--- src/rtl/pong_pkg.sv ---
// pong_pkg -- definitions shared by the Pong datapath blocks.
//   state_t  : match controller phases (IDLE, SERVE, PLAY, GOAL, OVER)
//   WIN_*    : winner encodings driven on score_keeper.winner
//   SCREEN_W / SCREEN_H : playfield size in pixels
//   COORD_W  : width of the ball / paddle coordinate buses
package pong_pkg;

    localparam int COORD_W  = 10;
    localparam int SCREEN_W = 640;
    localparam int SCREEN_H = 480;

    typedef enum logic [2:0] {
        IDLE  = 3'd0,
        SERVE = 3'd1,
        PLAY  = 3'd2,
        GOAL  = 3'd3,
        OVER  = 3'd4
    } state_t;

    localparam logic [1:0] WIN_NONE = 2'b00;
    localparam logic [1:0] WIN_P1   = 2'b01;
    localparam logic [1:0] WIN_P2   = 2'b10;

endpackage

--- src/rtl/serve_timer.sv ---
// serve_timer -- loadable down-counter that times the SERVE phase.
//   game_clk   in   game tick clock
//   rst        in   synchronous active-high reset (count -> 0)
//   load       in   load load_value on the next edge (has priority over en)
//   en         in   decrement on the next edge
//   load_value in   CNT_W  value to load
//   zero       out  high while the count register reads 0
module serve_timer #(
    parameter int CNT_W = 8
) (
    input  logic             game_clk,
    input  logic             rst,
    input  logic             load,
    input  logic             en,
    input  logic [CNT_W-1:0] load_value,
    output logic             zero
);

    logic [CNT_W-1:0] count;

    always_ff @(posedge game_clk) begin
        if (rst) begin
            count <= '0;
        end else if (load) begin
            count <= load_value;
        end else if (en && count != '0) begin
            count <= count - 1'b1;
        end
    end

    assign zero = (count == '0);

endmodule

--- src/rtl/score_keeper.sv ---
// score_keeper -- Pong match controller.
// Watches the ball X position for goals, keeps both scores, holds the ball
// block in reset between points and sequences IDLE/SERVE/PLAY/GOAL/OVER.
//
// Ports:
//   game_clk   in   game tick clock
//   rst        in   synchronous active-high reset
//   ball_x     in   10  ball X position (pixels)
//   ball_y     in   10  ball Y position (not used by the match logic)
//   start      in   start/serve button (level; rising edge detected here)
//   ball_rst   out  reset to the ball block, high outside PLAY
//   score_p1   out  4   player 1 score
//   score_p2   out  4   player 2 score
//   serve_dir  out  0 = serve toward player 1 (left), 1 = toward player 2
//   game_over  out  high in OVER
//   winner     out  2   WIN_NONE / WIN_P1 / WIN_P2
//
// Build option: SCORE_KEEPER_AUTO_SERVE_EN
//   defined     : SERVE ends after SERVE_DELAY cycles (serve_timer instantiated)
//   not defined : SERVE ends on a start rising edge; SERVE_DELAY is unused
import pong_pkg::*;

module score_keeper #(
    parameter int LEFT_GOAL_X  = 8,
    parameter int RIGHT_GOAL_X = 624,
    parameter int WIN_SCORE    = 7,
    parameter int SERVE_DELAY  = 60
) (
    input  logic               game_clk,
    input  logic               rst,
    input  logic [COORD_W-1:0] ball_x,
    input  logic [COORD_W-1:0] ball_y,
    input  logic               start,
    output logic               ball_rst,
    output logic [3:0]         score_p1,
    output logic [3:0]         score_p2,
    output logic               serve_dir,
    output logic               game_over,
    output logic [1:0]         winner
);

    localparam logic [3:0]         WIN_VAL = 4'(WIN_SCORE);
    localparam logic [COORD_W-1:0] LEFT_X  = COORD_W'(LEFT_GOAL_X);
    localparam logic [COORD_W-1:0] RIGHT_X = COORD_W'(RIGHT_GOAL_X);

    state_t state;
    logic   start_q;
    logic   start_rise;
    logic   goal_left;
    logic   goal_right;
    logic   serve_done;

    assign start_rise = start & ~start_q;
    assign goal_left  = (ball_x <= LEFT_X);
    assign goal_right = (ball_x >= RIGHT_X);

    // Y only matters for optional tracing; fold it away so it is not dangling.
    logic unused_ball_y;
    assign unused_ball_y = ^ball_y;

`ifdef SCORE_KEEPER_AUTO_SERVE_EN
    // Counter holds SERVE_DELAY-1 on SERVE entry; PLAY starts on the edge
    // that sees it at zero, giving exactly SERVE_DELAY SERVE cycles.
    localparam int CNT_W = (SERVE_DELAY > 1) ? $clog2(SERVE_DELAY) : 1;

    logic timer_load;
    logic timer_en;
    logic timer_zero;

    assign timer_load = ((state == IDLE || state == OVER) && start_rise) ||
                        (state == GOAL && score_p1 != WIN_VAL && score_p2 != WIN_VAL);
    assign timer_en   = (state == SERVE);

    serve_timer #(
        .CNT_W (CNT_W)
    ) u_serve_timer (
        .game_clk   (game_clk),
        .rst        (rst),
        .load       (timer_load),
        .en         (timer_en),
        .load_value (CNT_W'(SERVE_DELAY - 1)),
        .zero       (timer_zero)
    );

    assign serve_done = timer_zero;
`else
    localparam int UNUSED_SERVE_DELAY = SERVE_DELAY;

    assign serve_done = start_rise;
`endif

    always_ff @(posedge game_clk) begin
        if (rst) begin
            state     <= IDLE;
            start_q   <= 1'b0;
            score_p1  <= 4'd0;
            score_p2  <= 4'd0;
            serve_dir <= 1'b0;
            game_over <= 1'b0;
            winner    <= WIN_NONE;
        end else begin
            start_q <= start;
            case (state)
                IDLE: begin
                    if (start_rise) state <= SERVE;
                end
                SERVE: begin
                    if (serve_done) state <= PLAY;
                end
                PLAY: begin
                    // Left check first so overlapping goal zones resolve deterministically.
                    if (goal_left) begin
                        score_p2  <= score_p2 + 4'd1;
                        serve_dir <= 1'b0;
                        state     <= GOAL;
                    end else if (goal_right) begin
                        score_p1  <= score_p1 + 4'd1;
                        serve_dir <= 1'b1;
                        state     <= GOAL;
                    end
                end
                GOAL: begin
                    // Only the scorer's count can have just reached WIN_SCORE.
                    if (score_p1 == WIN_VAL) begin
                        winner    <= WIN_P1;
                        game_over <= 1'b1;
                        state     <= OVER;
                    end else if (score_p2 == WIN_VAL) begin
                        winner    <= WIN_P2;
                        game_over <= 1'b1;
                        state     <= OVER;
                    end else begin
                        state <= SERVE;
                    end
                end
                OVER: begin
                    if (start_rise) begin
                        score_p1  <= 4'd0;
                        score_p2  <= 4'd0;
                        winner    <= WIN_NONE;
                        game_over <= 1'b0;
                        serve_dir <= 1'b0;
                        state     <= SERVE;
                    end
                end
                default: state <= IDLE;
            endcase
        end
    end

    assign ball_rst = (state != PLAY);

endmodule

--- config.mk ---
export PLATFORM = sky130hd
export DESIGN_NAME = score_keeper
export DESIGN_NICKNAME = d
export VERILOG_FILES = /design/src/rtl/pong_pkg.sv /design/src/rtl/serve_timer.sv /design/src/rtl/score_keeper.sv
export SDC_FILE = /design/constraint.sdc
export NUM_CORES = 1
export LEC_CHECK = 0
export ABC_AREA = 1
export ABC_CLOCK_PERIOD_IN_PS = 1600
export BUFFER_PORTS_ARGS = -buffer_cell sky130_fd_sc_hd__buf_2
export CORE_MARGIN = 2
export CORE_UTILIZATION = 47
export CTS_CLUSTER_SIZE = 20
export DETAILED_ROUTE_END_ITERATION = 8
export GPL_TIMING_DRIVEN = 1
export PLACE_DENSITY = 0.78
export SETUP_SLACK_MARGIN = 0.15
export SYNTH_ARGS = -nofsm -noshare
export SYNTH_HDL_FRONTEND = slang
export SYNTH_HIERARCHICAL = 1
export SYNTH_SLANG_ARGS = --single-unit
--- constraint.sdc ---
create_clock -name game_clk -period 1.6 [get_ports game_clk]
set_clock_uncertainty 0.15 [all_clocks]
set_input_delay 0.24 -clock game_clk [delete_from_list [all_inputs] [get_ports game_clk]]
set_output_delay 0.24 -clock game_clk [all_outputs]
set_load 0.02 [all_outputs]
==> out/qor.tcl <==
set qor(status) {complete, no violations}
set qor(placementRows) 15
set qor(synth_simple_gate_area_share_pct) 41.8
set qor(via_count_of_the_routed_design) 925
set qor(detail_route.wirelength_um) 2040
set qor(ys_async_sr_fraction_pct) 0
set qor(cts_root_buffer) {sky130_fd_sc_hd__clkbuf_4}
set qor(dominant_combinational_cell_family_by_area_after_synthesis) {simple AND/OR/NAND/NOR gates}
set qor(nFillCells) 174
set qor(antenna_left) 0
set qor(drc) 0
set qor(cts.reportedPaths.clkPinSlew_ps) 90
set qor(worst_pin_slew_ps) 280
set qor(cts.sinks) 16
set qor(synth-seq-cells) 16
set qor(core_area_sq_um) 1780
set qor(timing.setup.critical_path_class) {register to output pin}
set qor(netlist_top_cells_count) {30 x sky130_fd_sc_hd__nand2_1, 16 x sky130_fd_sc_hd__dfxtp_1, 15 x sky130_fd_sc_hd__nor2_1, 13 x sky130_fd_sc_hd__inv_1, 12 x sky130_fd_sc_hd__nand3_1}
set qor(synthFlopType) {sky130_fd_sc_hd__dfxtp_1}
set qor(ir_drop_v) 0.000736
set qor(tritoncts_clock_tree) {built}
set qor(rsz0062_at_grt) {no}
set qor(boundaryPins) 36
set qor(hp-class) {primary input to register}
set qor(max-cap-violations) 0
set qor(synthXorXnorAreaFrac_pct) 2.87
set qor(final_hold_viol_count) 0
set qor(tritoncts.num_buffers) 3
set qor(top_count_cell_post_synth) {sky130_fd_sc_hd__nand2_1}
set qor(die_area_sq_um) 2320
set qor(synth-compound-area-share_pct) 9.02
set qor(critical_path_peak_fanout) 6
set qor(grt_pass1_wl_um) 3240
set qor(yosys_warnings) 6
set qor(power_density_nw_per_um2) 1120
set qor(setup_total_negative_slack_ps) 0
set qor(syn-cell-area_sq_um) 916
set qor(clock_tree.htree_level_count) 1
set qor(critical_path_arrival_ps) 1010
set qor(finalWeightedCongestion) 0.784
set qor(critical_path.endpoint_type) {output pin}
set qor(synth_edf_count) 0
set qor(post-route-min-period_ps) 1400
set qor(cell_types_with_the_largest_area_share_after_synthesis) {sky130_fd_sc_hd__dfxtp_1 35%, sky130_fd_sc_hd__nand2_1 12%, sky130_fd_sc_hd__nand3_1 6.6%}
set qor(grt_pass1_vias) 796
set qor(post_route_cells_drive_above_1_share_pct) 35.8
set qor(grt.overflow.total) 0
set qor(multi_input_comb_area_sq_um) 519
set qor(setup_violations) 0
set qor(avgRoutedWirePerCell_um) 10.9
set qor(ys_types) 23
set qor(initial_core_utilization_pct) 51.4
set qor(dieHeight_um) 48.1
set qor(total_power_mw) 1.30
set qor(first_drt_pass_iteration_count) 4
set qor(synth_largest_type_area_fraction_pct) 35.0
set qor(layout_worst_path_cycle_share_pct) 87.3
set qor(syn_nets) 153
set qor(antenna_found_initial) 0
set qor(muxShareOfSynthArea_pct) 0
set qor(fmax_mhz) 716
set qor(synth.yosys.seq_area_share_pct) 35.0
set qor(antenna-diode-count) 0
set qor(io_buffers) 25
set qor(final-max-slew-violation-count) 0
set qor(die_width_um) 48.1
set qor(grt_max_degree) 11
set qor(routed_via_density) 4.95
set qor(clkLatencyLatePin_ps) 290
set qor(leakagePower_nw) 0.577
set qor(fin_nets) 188
set qor(cts-hold-fix-buffers) 0
set qor(grt_util_all_layers_pct) 20.1
set qor(sequential_cell_area_sq_um) 324
set qor(cp.required_ps) 1210
set qor(area_delta_synth_final_pct) 26.5
set qor(slew_headroom_pct) 81.3
set qor(synth_adder_area_share_pct) 2.73
set qor(post_dp_hpwl_um) 1560
set qor(drt-initial-drc-count) 32
set qor(cts-root-to-sink-buffers) 2
set qor(synthDominantAreaCellType) {sky130_fd_sc_hd__dfxtp_1}
set qor(element_type_at_the_critical_path_start) {register}
set qor(synthesis.instances) 128
set qor(syn_avg_cell_area_sq_um) 7.16
sequential cells by signal, indices dropped and copies added (netlist names):
name and cells:
serve_dir 1, winner 2, state 3, start_q 1, score_p2 4, score_p1 4
game_over 1
through the flow:
stage | cell area [sq um] | setup WS (ps) | utilization, % | hold WS, ps | cells
3_3_place_gp | 1080 | 255 | 60.4 | 295 | 178
2_1_floorplan | 916 | 244 | - | 224 | 128
5_1_grt | 1160 | 149 | 65.0 | 32.1 | 187
3_5_place_dp | 1080 | 198 | 60.4 | 306 | 178
4_1_cts | 1120 | 163 | 62.9 | 23.4 | 183
6_report | 1160 | 202 | 65.0 | 19.9 | 187
power breakdown:
group	internal (mW)	switching [mW]
registers	0.453	0.0490
clock network	0.139	0.132
logic	0.195	0.332
total	0.787	0.513
placed cells by master (no fill, tap or decap):
cell type | netlist | layout
sky130_fd_sc_hd__nand2_8 | 1 | 1
sky130_fd_sc_hd__buf_2 | 0 | 24
sky130_fd_sc_hd__nand2_4 | 3 | 3
sky130_fd_sc_hd__dfxtp_1 | 16 | 13
sky130_fd_sc_hd__clkbuf_8 | 0 | 1
sky130_fd_sc_hd__nor3_2 | 1 | 1
sky130_fd_sc_hd__clkinv_1 | 1 | 1
sky130_fd_sc_hd__a21oi_1 | 10 | 10
sky130_fd_sc_hd__xor2_1 | 3 | 3
sky130_fd_sc_hd__nand4_1 | 1 | 1
sky130_fd_sc_hd__dfxtp_2 | 0 | 3
sky130_fd_sc_hd__a21oi_2 | 2 | 2
sky130_fd_sc_hd__inv_2 | 6 | 6
sky130_fd_sc_hd__nor3_1 | 2 | 2
sky130_fd_sc_hd__o21ai_0 | 1 | 1
sky130_fd_sc_hd__buf_4 | 0 | 7
sky130_fd_sc_hd__clkbuf_4 | 0 | 3
sky130_fd_sc_hd__nand3_4 | 2 | 2
sky130_fd_sc_hd__nand2_2 | 1 | 2
sky130_fd_sc_hd__o21ai_1 | 2 | 2
sky130_fd_sc_hd__inv_1 | 13 | 13
sky130_fd_sc_hd__nand2_1 | 30 | 29
sky130_fd_sc_hd__nor2_8 | 1 | 1
sky130_fd_sc_hd__nand3_1 | 12 | 12
sky130_fd_sc_hd__nor2_1 | 15 | 15
sky130_fd_sc_hd__nor2_2 | 2 | 2
sky130_fd_sc_hd__ha_1 | 2 | 2
per-layer routing:
metal / track usage (%) / up-vias / wire [um]
met5: 0 / - / 0
met3: 3.70 / 5 / 123
met1: 25.5 / 405 / 841
met4: 10.3 / 0 / 42
li1: - / 474 / -
met2: 32.4 / 41 / 1030
worst max-delay path, cell delays in order (launching register included):
cell and delay, ps:
sky130_fd_sc_hd__dfxtp_1 330, sky130_fd_sc_hd__inv_2 100, sky130_fd_sc_hd__nand3_4 110, sky130_fd_sc_hd__buf_4 170
final cells by class:
cell class | instances | area share (%)
sequential | 16 | 28.0
inverter | 20 | 6.48
multi-input combinational | 91 | 44.8
timing repair buffer | 31 | 14.9
tap | 25 | 2.70
clock buffer | 4 | 3.13
final timing paths:
check	startpoint	end	slack, ps	cells past startpoint
worst max-delay path	state[0]$_SDFFE_PP0P_	ball_rst	200	3
worst max register to register	score_p1[0]$_SDFFE_PP0P_	score_p1[2]$_SDFFE_PP0P_	210	6
worst min-delay path	start	start_q$_SDFF_PP0_	20	3
worst min register to register	winner[1]$_SDFFE_PP0P_	winner[1]$_SDFFE_PP0P_	320	2
kinds of logic after synthesis:
family	after synthesis
AOI/OAI and AO/OA	15
xor gates and xnor gates	3
adders and majority gates	2
buffers and inverters	21
DFF	16
and+or+nand+nor	71
repair_timing:
item                       in CTS  in global routing
resized for setup               1                  4
pin swaps                       0                  2
cloned                          0                  0
setup endpoints to repair       1                  9
setup buffers                   1                  4
Power figures use the tool's default switching activity.
